`src/rtl/remote_update_pkg.sv`:
```
// Shared types and default timing for the remote-update sequencer and its request logic.
package remote_update_pkg;

    typedef logic [1:0] img_sel_t;

    typedef enum logic [2:0] {
        IDLE  = 3'd0,
        SETUP = 3'd1,
        PULSE = 3'd2,
        WAIT  = 3'd3,
        FAIL  = 3'd4
    } state_t;

    localparam int unsigned DEF_SETUP_CYCLES    = 16;
    localparam int unsigned DEF_PULSE_CYCLES    = 64;
    localparam int unsigned DEF_ERR_WAIT_CYCLES = 4096;
    localparam int unsigned DEF_MAX_RETRY       = 2;
    localparam img_sel_t    DEF_GOLDEN_SEL      = 2'b00;

    // Largest of three phase lengths; sizes the shared phase counter.
    function automatic int unsigned max3(input int unsigned a, input int unsigned b,
                                         input int unsigned c);
        int unsigned m;
        m = (a > b) ? a : b;
        return (m > c) ? m : c;
    endfunction

endpackage

```
`src/rtl/sync_2ff.sv`:
```
// Generic single-bit two-flop synchronizer with synchronous active-high reset.
module sync_2ff (
    input  logic clk,
    input  logic rst,
    input  logic d,
    output logic q
);

    logic meta_q, meta_d;
    logic sync_q, sync_d;

    // Shift the asynchronous input through two stages.
    always_comb begin
        meta_d = d;
        sync_d = meta_q;
    end

    // Synchronizer flops.
    always_ff @(posedge clk) begin
        if (rst) begin
            meta_q <= 1'b0;
            sync_q <= 1'b0;
        end else begin
            meta_q <= meta_d;
            sync_q <= sync_d;
        end
    end

    assign q = sync_q;

endmodule

```
`src/rtl/remote_update_sequencer.sv`:
```
// Sequences an image-select request onto the reconfiguration primitive with
// select setup, a timed CONFIG pulse, retry on failure and golden-image fallback.
module remote_update_sequencer
    import remote_update_pkg::*;
#(
    parameter int unsigned SETUP_CYCLES    = DEF_SETUP_CYCLES,
    parameter int unsigned PULSE_CYCLES    = DEF_PULSE_CYCLES,
    parameter int unsigned ERR_WAIT_CYCLES = DEF_ERR_WAIT_CYCLES,
    parameter int unsigned MAX_RETRY       = DEF_MAX_RETRY,
    parameter img_sel_t    GOLDEN_SEL      = DEF_GOLDEN_SEL
) (
    input  logic       clk,
    input  logic       rst,
    input  logic       req_valid,
    input  logic [1:0] req_sel,
    output logic       req_ready,
    output logic [1:0] cfg_CBSEL,
    output logic       cfg_ENA,
    output logic       cfg_CONFIG,
    input  logic       cfg_ERROR,
    output logic       busy,
    output logic       fallback,
    output logic       fail,
    output logic [1:0] retry_cnt
);

    localparam int unsigned CNT_MAX = max3(SETUP_CYCLES, PULSE_CYCLES, ERR_WAIT_CYCLES);
    localparam int unsigned CNT_W   = $clog2(CNT_MAX + 1);

    localparam logic [CNT_W-1:0] SETUP_LAST = CNT_W'(SETUP_CYCLES - 1);
    localparam logic [CNT_W-1:0] PULSE_LAST = CNT_W'(PULSE_CYCLES - 1);
    localparam logic [CNT_W-1:0] WAIT_LAST  = CNT_W'(ERR_WAIT_CYCLES - 1);
    localparam logic [1:0]       RETRY_LIM  = 2'(MAX_RETRY);

    state_t           state_q, state_d;
    logic [CNT_W-1:0] cnt_q, cnt_d;
    img_sel_t         sel_q, sel_d;
    logic [1:0]       retry_q, retry_d;
    logic             fallback_q, fallback_d;
    logic             fail_q, fail_d;

    logic             req_ready_q, req_ready_d;
    logic             busy_q, busy_d;
    logic             cfg_ena_q, cfg_ena_d;
    logic             cfg_config_q, cfg_config_d;
    img_sel_t         cfg_cbsel_q, cfg_cbsel_d;

    logic             err_sync;
    logic             attempt_failed;

    sync_2ff u_err_sync (
        .clk (clk),
        .rst (rst),
        .d   (cfg_ERROR),
        .q   (err_sync)
    );

    // State, phase counter, selected image, retry and sticky status registers.
    always_ff @(posedge clk) begin
        if (rst) begin
            state_q    <= IDLE;
            cnt_q      <= '0;
            sel_q      <= GOLDEN_SEL;
            retry_q    <= 2'd0;
            fallback_q <= 1'b0;
            fail_q     <= 1'b0;
        end else begin
            state_q    <= state_d;
            cnt_q      <= cnt_d;
            sel_q      <= sel_d;
            retry_q    <= retry_d;
            fallback_q <= fallback_d;
            fail_q     <= fail_d;
        end
    end

    // Next state: phase timing, acceptance, and the retry / fallback / fail ladder.
    always_comb begin
        state_d        = state_q;
        cnt_d          = cnt_q + CNT_W'(1);
        sel_d          = sel_q;
        retry_d        = retry_q;
        fallback_d     = fallback_q;
        fail_d         = fail_q;
        // Error and timeout landing together still count as a single failure.
        attempt_failed = err_sync || (cnt_q == WAIT_LAST);

        case (state_q)
            IDLE: begin
                cnt_d = '0;
                if (req_valid && req_ready_q) begin
                    sel_d   = req_sel;
                    retry_d = 2'd0;
                    state_d = SETUP;
                end
            end
            SETUP: begin
                if (cnt_q == SETUP_LAST) begin
                    cnt_d   = '0;
                    state_d = PULSE;
                end
            end
            PULSE: begin
                if (cnt_q == PULSE_LAST) begin
                    cnt_d   = '0;
                    state_d = WAIT;
                end
            end
            WAIT: begin
                if (attempt_failed) begin
                    cnt_d = '0;
                    if (retry_q < RETRY_LIM) begin
                        retry_d = retry_q + 2'd1;
                        state_d = SETUP;
                    end else if (sel_q != GOLDEN_SEL) begin
                        sel_d      = GOLDEN_SEL;
                        retry_d    = 2'd0;
                        fallback_d = 1'b1;
                        state_d    = SETUP;
                    end else begin
                        fail_d  = 1'b1;
                        state_d = FAIL;
                    end
                end
            end
            FAIL: begin
                cnt_d = '0;
            end
            default: begin
                cnt_d   = '0;
                state_d = IDLE;
            end
        endcase
    end

    // Output decode from the next state so every output is a clean flop.
    always_comb begin
        req_ready_d  = (state_d == IDLE);
        busy_d       = (state_d != IDLE);
        cfg_ena_d    = (state_d == SETUP) || (state_d == PULSE) || (state_d == WAIT);
        cfg_config_d = (state_d == PULSE);
        cfg_cbsel_d  = sel_d;
    end

    // Output registers.
    always_ff @(posedge clk) begin
        if (rst) begin
            req_ready_q  <= 1'b1;
            busy_q       <= 1'b0;
            cfg_ena_q    <= 1'b0;
            cfg_config_q <= 1'b0;
            cfg_cbsel_q  <= GOLDEN_SEL;
        end else begin
            req_ready_q  <= req_ready_d;
            busy_q       <= busy_d;
            cfg_ena_q    <= cfg_ena_d;
            cfg_config_q <= cfg_config_d;
            cfg_cbsel_q  <= cfg_cbsel_d;
        end
    end

    assign req_ready  = req_ready_q;
    assign busy       = busy_q;
    assign cfg_ENA    = cfg_ena_q;
    assign cfg_CONFIG = cfg_config_q;
    assign cfg_CBSEL  = cfg_cbsel_q;
    assign fallback   = fallback_q;
    assign fail       = fail_q;
    assign retry_cnt  = retry_q;

endmodule

```
`config.mk`:
```
export PLATFORM = sky130hd
export DESIGN_NAME = remote_update_sequencer
export DESIGN_NICKNAME = d
export VERILOG_FILES = /design/src/rtl/remote_update_pkg.sv /design/src/rtl/sync_2ff.sv /design/src/rtl/remote_update_sequencer.sv
export SDC_FILE = /design/constraint.sdc
export NUM_CORES = 1
export LEC_CHECK = 0
export ABC_AREA = 1
export CAP_MARGIN = 5
export CORE_ASPECT_RATIO = 1.2
export CORE_UTILIZATION = 54
export DETAILED_ROUTE_END_ITERATION = 12
export MAX_ROUTING_LAYER = met4
export PLACE_DENSITY = 0.78
export SLEW_MARGIN = 30
export SYNTH_ARGS = -nofsm -noshare
export SYNTH_HDL_FRONTEND = slang
export SYNTH_HIERARCHICAL = 1
export SYNTH_SLANG_ARGS = --single-unit
```
`constraint.sdc`:
```
create_clock -name clk -period 1.84 [get_ports clk]
set_clock_uncertainty 0.05 [all_clocks]
set_input_delay 0.276 -clock clk [delete_from_list [all_inputs] [get_ports clk]]
set_output_delay 0.276 -clock clk [all_outputs]
set_load 0.02 [all_outputs]
```
==> flow_summary.ini, run 1 <==
[routing]
via_per_inst = 4.92
drt_pass1_iterations = 4
drcViolationCount = 0
first_iter_violations = 23
vias = 1126
final_antenna_net_count = 0
drt-total-wl_um = 2370
wire_per_inst_um = 10.4

[placement]
place_ws_ns = 0.132
port_buffers = 15
gp_congestion = 0.868
placed_area_um2 = 1540
dp_hpwl_um = 1870

[clock_network]
ctsHoldBuffers = 0
cts_tree = built
cts.reportedPaths.clkPinSlew_ns = 0.14
clock_path_buffers = 2
insertion_delay_ns = 0.32
cts.htree.levels = 1
cts.sinks = 28
root_buffer = clkbuf_4
cts_made_buffers = 3

[critical_path]
timing.critical_path.buf_inv = 1
cp_max_fo = 5
path_cells = clkdlybuf4s50_1
slowest_delay_ns = 0.63
critical_path.top_delay_family = buffers and inverters
start_kind = register
worstSetupPathType = reg2out
cp_data_arrival_time_ns = 1.38
endpoint_kind = output pin
critPathRequiredTime_ns = 1.51
critPathSlowestCell = clkdlybuf4s50_1
r2r_slack_ns = 0.20

[synth]
syn_nets = 186
synth_edf_count = 0
async_flop_share_pct = 0
synth-seq-area-share_pct = 41.9
synth_common_cells = dfxtp_1, nand2_1, nor2_1, inv_1, nor2_2
synth_ff_type = dfxtp_1
netlist_area_um2 = 1340
yosysWarnings = 6
syn_area_per_cell_um2 = 7.47
yosys.area.top_type_share_pct = 41.9
synth_area_leaders = dfxtp_1, nand2_1, nor2_1
synthesis.instances = 179
yosys_register_bits = 28
synth_top_area_cell = dfxtp_1
ys_types = 26

[sta]
fin_hold_ws_ns = 0.362
setup_ws_ns = 0.138
slew_headroom_pct = 75.7
worstMarginPinSlew_ns = 0.362
period_minus_slack_ns = 1.70
setup_tns_ns = 0
fmax_mhz = 587
hold_viol = 0
rsz0062_at_grt = no
finalCritPeriodShare_pct = 92.5
slew_viol_final = 0
setup_violations = 0

[power]
powerDensity_nw_per_um2 = 678
irDropWorstVdd_v = 0.000574
p_leak_nw = 0.669
p_total_w = 0.00107

[floorplan]
start_util_pct = 58.0
die_area_um2 = 2680
die_height_um = 56.5
coreArea_um2 = 2310
row_count = 19
die_w_um = 47.4
io-pin-count = 16

[final_layout]
drive_gt1_share_pct = 16.7
diodes = 0
layout.nets = 207
area_growth_pct = 17.5
multi_input_comb_area_um2 = 658
nFillCells = 206
seq_area_um2 = 562
design_area_um2 = 1570

[global_route]
grt_pass1_vias = 1065
grt_use_total_pct = 21.5
grt_pass1_wl_um = 4100
antenna_found_initial = 0
grt_max_degree = 15
gr-total-overflow = 0

[job]
drv_cap = 0

[outcome]
run_status = finished clean

[worst_hold_path]
min-delay-path-class = reg2reg
## logic make-up after synthesis
family | Yosys count | synth area share, %
adder cells (fa/ha/maj) | 1 | 0.935
AO/OA/AOI/OAI | 12 | 5.80
AND/OR/NAND/NOR | 99 | 36.9
XOR/XNOR | 8 | 5.24
flip-flops | 28 | 41.9
buffers and inverters | 31 | 9.26
## metrics by stage
| step | cells | utilization, % |
|---|---|---|
| detailed placement | 226 | 66.9 |
| global placement | 226 | 66.9 |
| CTS | 229 | 67.9 |
| global route | 229 | 68.1 |
| floorplan | 179 | - |
| finish | 229 | 68.1 |
## cell usage in the layout (no fill, tap or decap), types with 2 or more instances in the layout
cell,instances
a21oi_1,4
nor2_1,27
nand3_4,2
inv_1,27
nor3_1,4
xor2_1,5
nand4_1,5
nand2_1,28
clkbuf_4,3
nand2_2,5
dfxtp_1,27
nand3_1,10
clkdlybuf4s50_1,15
nor2_2,13
xnor2_1,3
inv_2,3
o21ai_0,4
## power by group
| part | switching, W | total (W) | leakage [nW] | internal, W |
|---|---|---|---|---|
| sequential | 0.0000149 | 0.000645 | 0.228 | 0.000630 |
| combinational | 0.0000985 | 0.000174 | 0.427 | 0.0000750 |
| clock | 0.000171 | 0.000247 | 0.0138 | 0.0000769 |
| total | 0.000284 | 0.00107 | 0.669 | 0.000782 |
## what timing repair did
action / CTS / global route
setup endpoints to repair: 0 / 2
gates resized for setup: 0 / 3
buffers inserted: 0 / 0
## per-layer routing
layer | global-route usage (%) | vias up | routed length (um)
li1 | - | 593 | -
met1 | 22.5 | 505 | 1010
met2 | 35.4 | 19 | 1210
met3 | 3.22 | 9 | 60
met4 | 13.5 | 0 | 96
met5 | - | - | 0
## area by class of cell
type                       count  share of cell area (%)
tap                           31                    2.47
inverter                      30                    7.17
timing repair buffer          17                    11.3
sequential                    28                    35.7
multi-input combinational    120                    41.9
clock buffer                   3                    1.43
## state kept, by name, summed over array words and instances (netlist names)
register           count
retry_cnt              2
fallback               1
cnt_q                 13
fail                   1
state_q                3
u_err_sync/q           1
cfg_ENA                1
cfg_CBSEL              2
u_err_sync/meta_q      1
req_ready              1
busy                   1
cfg_CONFIG             1
## worst paths after layout
path / start / end / cells after the start
hold / removal: u_err_sync/meta_q / u_err_sync/q / 2
setup reg to reg: cnt_q[0] / cnt_q[4] / 7
setup / recovery: retry_cnt[1] / retry_cnt[1] / 1
hold reg to reg: u_err_sync/meta_q / u_err_sync/q / 2
Note: power is estimated with default switching activity, not from simulation.
==> run 2: changes to the inputs <==
CTS_BUF_LIST = sky130_fd_sc_hd__clkbuf_4 sky130_fd_sc_hd__clkbuf_8 sky130_fd_sc_hd__clkbuf_16   (was not set)
==> results of run 2 <==
The final DEF is identical to that of run 1; final timing and power are the same.
==> run 3: changes to the inputs <==
GPL_ROUTABILITY_DRIVEN = 0   (was not set)
==> results of run 3 <==
The final DEF is identical to that of run 1; final timing and power are the same.
